$ cat src/rtl/rec_pkg.sv
// rtl/rec_pkg.sv - record type, width, FSM states and parity helper for the record serial link
package rec_pkg;

    typedef struct packed {
        logic [7:0]  tag;
        logic [15:0] payload;
        logic        flag;
        bit          en;
    } rec_t;

    localparam int REC_W = $bits(rec_t);

    typedef enum logic [1:0] {
        ST_IDLE   = 2'd0,
        ST_SHIFT  = 2'd1,
        ST_PARITY = 2'd2
    } rec_state_e;

    // Parity bit that makes the total count of ones over record plus parity even.
    function automatic logic even_par(rec_t r);
        return ^r;
    endfunction

endpackage

$ cat src/rtl/rec_deser_if.sv
// rtl/rec_deser_if.sv - serial input and record output bundle of the record deserializer
interface rec_deser_if;

    logic            ser_in;
    logic            ser_vld;
    logic            ser_sof;
    rec_pkg::rec_t   rec_data;
    logic            rec_valid;
    logic            rec_ready;
    logic            parity_err;
    logic            frame_err;
    logic            overrun;

    // Upstream transmitter plus downstream consumer view.
    modport master (
        output ser_in, ser_vld, ser_sof, rec_ready,
        input  rec_data, rec_valid, parity_err, frame_err, overrun
    );

    // Deserializer view.
    modport slave (
        input  ser_in, ser_vld, ser_sof, rec_ready,
        output rec_data, rec_valid, parity_err, frame_err, overrun
    );

endinterface

$ cat src/rtl/rec_deser.sv
// rtl/rec_deser.sv - serial-to-parallel record receiver with even parity check and one-entry hold
module rec_deser
    import rec_pkg::*;
#(
    parameter int REC_W = $bits(rec_t)
) (
    input  logic        clk,
    input  logic        rst_n,
    rec_deser_if.slave  bus
);

    localparam int CNT_W = $clog2(REC_W + 1);

    rec_state_e       state_q, state_d;
    logic [CNT_W-1:0] bit_cnt_q, bit_cnt_d;
    logic [REC_W-1:0] shreg_q, shreg_d;
    rec_t             rec_data_q, rec_data_d;
    logic             rec_valid_q, rec_valid_d;
    logic             perr_q, perr_d;
    logic             ferr_q, ferr_d;
    logic             ovr_q, ovr_d;
    logic             is_last;
    logic             par_ok;

    assign is_last = (bit_cnt_q == CNT_W'(REC_W - 1));
    assign par_ok  = (even_par(rec_t'(shreg_q)) == bus.ser_in);

    // State register.
    always_ff @(posedge clk) begin
        if (!rst_n) state_q <= ST_IDLE;
        else        state_q <= state_d;
    end

    // Next state: an SOF always restarts a frame, otherwise walk data bits then parity.
    always_comb begin
        state_d = state_q;
        case (state_q)
            ST_IDLE: begin
                if (bus.ser_vld && bus.ser_sof) state_d = ST_SHIFT;
            end
            ST_SHIFT: begin
                if (bus.ser_vld) begin
                    if (bus.ser_sof)  state_d = ST_SHIFT;
                    else if (is_last) state_d = ST_PARITY;
                end
            end
            ST_PARITY: begin
                if (bus.ser_vld) state_d = bus.ser_sof ? ST_SHIFT : ST_IDLE;
            end
            default: state_d = ST_IDLE;
        endcase
    end

    // Datapath and pulse next values; the held record drains on ready and may be refilled on the same edge.
    always_comb begin
        bit_cnt_d   = bit_cnt_q;
        shreg_d     = shreg_q;
        rec_data_d  = rec_data_q;
        rec_valid_d = rec_valid_q && !bus.rec_ready;
        perr_d      = 1'b0;
        ferr_d      = 1'b0;
        ovr_d       = 1'b0;
        if (bus.ser_vld) begin
            if (bus.ser_sof) begin
                shreg_d   = REC_W'(bus.ser_in);
                bit_cnt_d = CNT_W'(1);
                ferr_d    = (state_q != ST_IDLE);
            end else begin
                case (state_q)
                    ST_SHIFT: begin
                        shreg_d   = {shreg_q[REC_W-2:0], bus.ser_in};
                        bit_cnt_d = bit_cnt_q + CNT_W'(1);
                    end
                    ST_PARITY: begin
                        bit_cnt_d = '0;
                        if (!par_ok) begin
                            perr_d = 1'b1;
                        end else if (!rec_valid_q || bus.rec_ready) begin
                            rec_data_d  = rec_t'(shreg_q);
                            rec_valid_d = 1'b1;
                        end else begin
                            ovr_d = 1'b1;
                        end
                    end
                    default: ;
                endcase
            end
        end
    end

    // Datapath and output registers.
    always_ff @(posedge clk) begin
        if (!rst_n) begin
            bit_cnt_q   <= '0;
            shreg_q     <= '0;
            rec_data_q  <= '0;
            rec_valid_q <= 1'b0;
            perr_q      <= 1'b0;
            ferr_q      <= 1'b0;
            ovr_q       <= 1'b0;
        end else begin
            bit_cnt_q   <= bit_cnt_d;
            shreg_q     <= shreg_d;
            rec_data_q  <= rec_data_d;
            rec_valid_q <= rec_valid_d;
            perr_q      <= perr_d;
            ferr_q      <= ferr_d;
            ovr_q       <= ovr_d;
        end
    end

    assign bus.rec_data   = rec_data_q;
    assign bus.rec_valid  = rec_valid_q;
    assign bus.parity_err = perr_q;
    assign bus.frame_err  = ferr_q;
    assign bus.overrun    = ovr_q;

endmodule

$ cat src/flat_wrapper.sv
// flat-port wrapper written by rule: the top's interface ports become plain ports
module rec_deser_flat import rec_pkg::*;
#(
    parameter int REC_W = $bits(rec_t)
)
  (clk, rst_n, bus_ser_in, bus_ser_vld, bus_ser_sof, bus_rec_ready, bus_rec_data, bus_rec_valid, bus_parity_err, bus_frame_err, bus_overrun);
  rec_deser_if bus_i ();
  input  logic clk;
  input  logic rst_n;
  input wire logic [$bits(bus_i.ser_in)-1:0] bus_ser_in;
  input wire logic [$bits(bus_i.ser_vld)-1:0] bus_ser_vld;
  input wire logic [$bits(bus_i.ser_sof)-1:0] bus_ser_sof;
  input wire logic [$bits(bus_i.rec_ready)-1:0] bus_rec_ready;
  output wire logic [$bits(bus_i.rec_data)-1:0] bus_rec_data;
  output wire logic [$bits(bus_i.rec_valid)-1:0] bus_rec_valid;
  output wire logic [$bits(bus_i.parity_err)-1:0] bus_parity_err;
  output wire logic [$bits(bus_i.frame_err)-1:0] bus_frame_err;
  output wire logic [$bits(bus_i.overrun)-1:0] bus_overrun;
  assign bus_i.ser_in = bus_ser_in;
  assign bus_i.ser_vld = bus_ser_vld;
  assign bus_i.ser_sof = bus_ser_sof;
  assign bus_i.rec_ready = bus_rec_ready;
  assign bus_rec_data = bus_i.rec_data;
  assign bus_rec_valid = bus_i.rec_valid;
  assign bus_parity_err = bus_i.parity_err;
  assign bus_frame_err = bus_i.frame_err;
  assign bus_overrun = bus_i.overrun;
  rec_deser #(.REC_W(REC_W)) u_core (.clk(clk), .rst_n(rst_n), .bus(bus_i));
endmodule
$ cat config.mk
export PLATFORM = sky130hd
export DESIGN_NAME = rec_deser_flat
export DESIGN_NICKNAME = d
export VERILOG_FILES = /design/src/rtl/rec_pkg.sv /design/src/rtl/rec_deser_if.sv /design/src/rtl/rec_deser.sv /design/src/flat_wrapper.sv
export SDC_FILE = /design/constraint.sdc
export NUM_CORES = 1
export LEC_CHECK = 0
export CAP_MARGIN = 10
export CORE_MARGIN = 2
export CORE_UTILIZATION = 35
export CTS_CLUSTER_DIAMETER = 80
export DETAILED_ROUTE_END_ITERATION = 12
export SLEW_MARGIN = 20
export SYNTH_ARGS = -nofsm -noshare
export SYNTH_HDL_FRONTEND = slang
export SYNTH_SLANG_ARGS = --single-unit
$ cat constraint.sdc
create_clock -name clk -period 4 [get_ports clk]
set_clock_uncertainty 0.15 [all_clocks]
set_input_delay 0.4 -clock clk [delete_from_list [all_inputs] [get_ports clk]]
set_output_delay 0.4 -clock clk [all_outputs]
set_load 0.01 [all_outputs]
# == Word-level counts from Yosys, hierarchy flattened ==
# Cells that the tools add are included.
# word_totals
reg_bits,63
out_inout_bits,30
# op_classes
n_eq_ne,8
bitwise_logic,5
n_reduce_logical,17
n_mux,18
n_addsub,1
# op_table
operator,n
26-bit 2-to-1 mux,2
26-bit XOR reduction,1
2-bit 2-to-1 mux,5
5-bit case mux with 2 select lines,1
1-bit 2-to-1 mux,8
2-bit case mux with 3 select lines,1
"5-bit by 1-bit adder with 5-bit output, second input constant",1
"5-bit == test, second input constant",1
5-bit 2-to-1 mux,1
1-bit inverter,5
5-bit AND reduction,1
5-bit OR reduction,1
"2-bit inequality test, second input constant",2
2-bit AND reduction,2
4-bit AND reduction,1
2-bit nonzero test,2
4-bit OR reduction,1
"3-bit by 2-bit inequality test with 1-bit output, second input constant",1
3-bit AND reduction,1
3-bit nonzero test,1
"2-bit by 1-bit == test with 1-bit output, second input constant",1
"2-bit == test, second input constant",1
1-bit logical AND,2
1-bit zero test,2
4 further kinds,4

# == Depth between registers and ports, before layout ==
# logic_depth
depth_word,7
ltp_mapped,8
depth_no_buf,7

# == Least setup slack after synthesis ==
# OpenSTA, ideal clock, no wires.
# synth_timing
path_type,input -> register
startpoint,in bus_ser_in
endpoint,"reg u_core.rec_data_q, in the netlist u_core.bus.rec_data[0]"
t_arrival_ns,1.930
required_ns,3.778
stages,8
setup_slack_ns,1.849
path_buffers,2
path_cell_list,xnor2_1 > xnor2_1 > xnor3_1 > xnor3_1 > nor3_2 > buf_6 > buf_12 > mux2i_1
# synth_between
elab_chain_len,2
# synth_rtl
element,line_no,text
"start, declared",flat_wrapper.sv:10,input wire logic [$bits(bus_i.ser_in)-1:0] bus_ser_in;
1-bit == test,rec_deser.sv:26,assign par_ok = (even_par(rec_t'(shreg_q)) == bus.ser_in);
5-bit AND reduction (no source line),-,
"end signal, assigned",rec_deser.sv:104,rec_data_q <= rec_data_d;
"end, declared",rec_deser.sv:17,"rec_t rec_data_q, rec_data_d;"
# No other way between the ends.
# A chain may end at the register's enable or synchronous reset.

# == Worst setup path in the final report ==
# layout_timing
startpoint,in bus_ser_in
endpoint,"reg u_core.rec_data_q, in the netlist u_core.bus.rec_data[19]"
# The elaborated chain is that of the path after synthesis.

==> run summary <==
========================================================================================
Placeable core area                                                            7690 um^2
Sequential fraction of the synthesis area                                          45.8%
Total of endpoints with negative setup slack in the final report                       0
Number of standard cells after synthesis                                             288
Library cell with the highest instance count after synthesis                     dfxtp_1
Capture point of the worst reg-to-reg path                                  u_core.bus.rec_data[19]
Routability Congestion                                                             0.702
Number of H-tree levels                                                                3
Number of maximum-capacitance violations                                               0
Final Max Tran Viols                                                                   0
Hold Buf Count CTS                                                                     0
Antenna Diode Count                                                                    0
Largest net degree at the start of global routing                                     60
Critical path class                                                         input pin to register
FFs w/ async S/R, synth                                                               0%
Detail-routed via count per cell                                                    4.71
Hold path startpoint                                                        u_core.bus.rec_data[5]
Portion of the clock cycle consumed by the worst path in the final layout          60.0%
Vias in the first global route                                                     1,844
Share of cells above drive strength 1                                              6.23%
Unrepaired setup endpoints after global routing                                       no
Inserted Clock Buffers                                                                 9
Syn_area_per_cell                                                              9.57 um^2
Hold Crit Class                                                             register to register
Clock tree from TritonCTS                                                            yes
Global-route wire length before repair                                           8670 um
Launch instance of the worst register-to-register path                      u_core.shreg_q[18]
List of most frequent post-synthesis cells                                  63 x dfxtp_1, 59 x nand2_1, 32 x nor2b_1
Clock-pin transition on the worst setup and hold timing paths                    0.06 ns
Worst hold-check slack                                                          0.305 ns
Die ar.                                                                        8600 um^2
Number of buffers added for setup after CTS                                            0
Number of iterations in the first detailed-routing pass                                4
Number of flops mapped to enable cells by yosys                                        0
GRT overflow                                                                           0
Synthesized net count                                                                296
Number of antenna violations at the first check in global routing                      0
Slack of the critical path                                                       1.60 ns
Prevailing post-synth register cell                                              dfxtp_1
Number of top-level pins                                                              36
Crit path DAT                                                                    2.51 ns
Number of hold violations in the final report                                          0
Data required time at the worst endpoint                                         4.11 ns
Cell taking the most area after synthesis                                        dfxtp_1
Final non-filler cell area                                                     3320 um^2
GRT Util Overall                                                                   12.8%
CP Launch Type                                                                 input pin
Max Buffers Root-to-Sink                                                               2
Slew headroom                                                                      38.5%
Biggest area contributors in the synthesized netlist                        dfxtp_1 46%, mux2i_1 9.8%, nand2_1 8.0%
Maximum VDD drop                                                              0.000157 V
Detailed-route via count                                                           1,993
Count of cell types in the netlist                                                    33
Setup slack after placement                                                      1.24 ns
Initial core utilization                                                           35.9%
Number of DRC violations after detailed routing                                        0
Area growth from synthesis to layout                                               20.4%
Fin Setup TNS                                                                       0 ns
Resize count post-CTS                                                                  0
Horizontal extent of the die                                                     92.7 um
Worst setup path startpoint                                                   bus_ser_in
Setup slack of the worst register-to-register path                               1.65 ns
Total of warnings raised by yosys                                                      0
Pwr Density                                                                  350 nW/um^2
Worst-path fanout max                                                                 14
Clock sinks                                                                           63
Number of placement rows                                                              32
Worst-Skew Late Latency                                                          0.33 ns
Area share of the largest cell type after synthesis                                45.8%
Setup crit end kind                                                             register
Final period demand of the worst path                                            2.40 ns
Fill cell count                                                                      795
Clock root buffer                                                               clkbuf_8
IO Port Bufs                                                                          35
Detailed Route Iter0 Violations                                                       85
Net count reported at finish                                                         326
Peak clock frequency supported by timing                                         417 MHz
Number of cells on the worst hold path                                                 2
Post-Place Cells                                                                     409
Non-filler cells, final                                                              423
Half-perimeter wire length after placement                                       3380 um
Transition time at the pin with the least slew margin                           0.922 ns
Outcome                                                                     complete, no violations
Mean routed wirelength per cell                                                  12.3 um
Hold Path End                                                               u_core.bus.rec_data[5]
Total length of routed wires                                                     5180 um
Post-route ant nets                                                                    0
Register bit total from synthesis                                                     63
Die height                                                                       92.7 um
Post-place instance area                                                       3150 um^2
Cell area after synthesis                                                      2760 um^2
Leak Pwr                                                                      0.00107 uW
R2R depth                                                                              7
========================================================================================
[registers in the layout, indices dropped and copies added, names as in the netlist]
register               cells
u_core.shreg_q            26
u_core.state_q             2
u_core.bus.parity_err      1
u_core.bit_cnt_q           5
u_core.bus.rec_valid       1
u_core.bus.frame_err       1
u_core.bus.rec_data       26
u_core.bus.overrun         1
[worst max-delay path, cell delays in order]
cell and delay, ns:
clkdlybuf4s50_1 0.44, xnor2_1 0.20, xnor2_1 0.16, xnor3_1 0.34
xnor3_1 0.25, nor3_4 0.21, buf_4 0.29, mux2i_1 0.22
[layout by cell type (no fill, tap or decap), types with 2 or more instances in the layout]
cell type | Yosys | final
dfxtp_1 | 63 | 63
nand2_1 | 59 | 59
clkdlybuf4s50_1 | 0 | 34
nor2b_1 | 32 | 32
mux2i_1 | 27 | 27
a22oi_1 | 25 | 25
xnor2_1 | 19 | 19
clkbuf_8 | 0 | 11
nor2_1 | 7 | 7
xor2_1 | 5 | 5
buf_4 | 0 | 5
o21ai_0 | 3 | 3
xnor3_1 | 2 | 2
nand2b_1 | 2 | 2
nor3_1 | 2 | 2
o21a_1 | 2 | 2
nand4_1 | 2 | 2
ha_1 | 2 | 2
clkbuf_1 | 18 | 2
[power by group]
group          internal [uW]  switching, uW
Clock                    251            223
Sequential               630           3.76
Combinational           21.0           31.7
[cell type report]
class,count,area [um^2],area share [%]
repair buffers,40,383,11.5
inverters,1,3.75,0.113
flip-flops and latches,63,1260,38.0
clock inverters,1,5.00,0.151
clock buffers,13,159,4.79
well taps,102,128,3.85
multi-input cells,203,1380,41.6
[how the worst max path moves through the flow]
stage	to	slack, ns	depth (start not counted)
floorplan	u_core.bus.rec_data[0]	1.85	8
global placement	u_core.bus.rec_data[24]	1.27	8
detailed placement	u_core.bus.rec_data[25]	1.24	8
CTS	u_core.bus.rec_data[25]	1.59	8
global route	u_core.bus.rec_data[25]	1.43	8
finish	u_core.bus.rec_data[19]	1.60	8
[per-stage QoR]
| stage | utilization, % | power [uW] |
|---|---|---|
| after floorplan | - | 687 |
| after global placement | 41.0 | 700 |
| after detailed placement | 41.0 | 701 |
| after CTS | 43.2 | 1180 |
| after global routing | 43.2 | 1210 |
| final | 43.2 | 1160 |
[kinds of logic after synthesis]
| group | synth area share [%] |
|---|---|
| compound gates | 10.3 |
| xor+xnor | 9.85 |
| fa+ha+maj | 0.908 |
| buf+inv | 4.45 |
| flops | 45.8 |
| mux | 9.80 |
| simple gates | 19.0 |
[per-layer routing]
metal / vias up / wire length [um] / global-route usage, %
met5: - / 0 / 0
met4: 0 / 80 / 6.62
met3: 9 / 190 / 3.82
met2: 32 / 2440 / 20.2
met1: 923 / 2470 / 15.9
li1: 1029 / - / -
No activity file was read; power rests on OpenSTA's default activity.
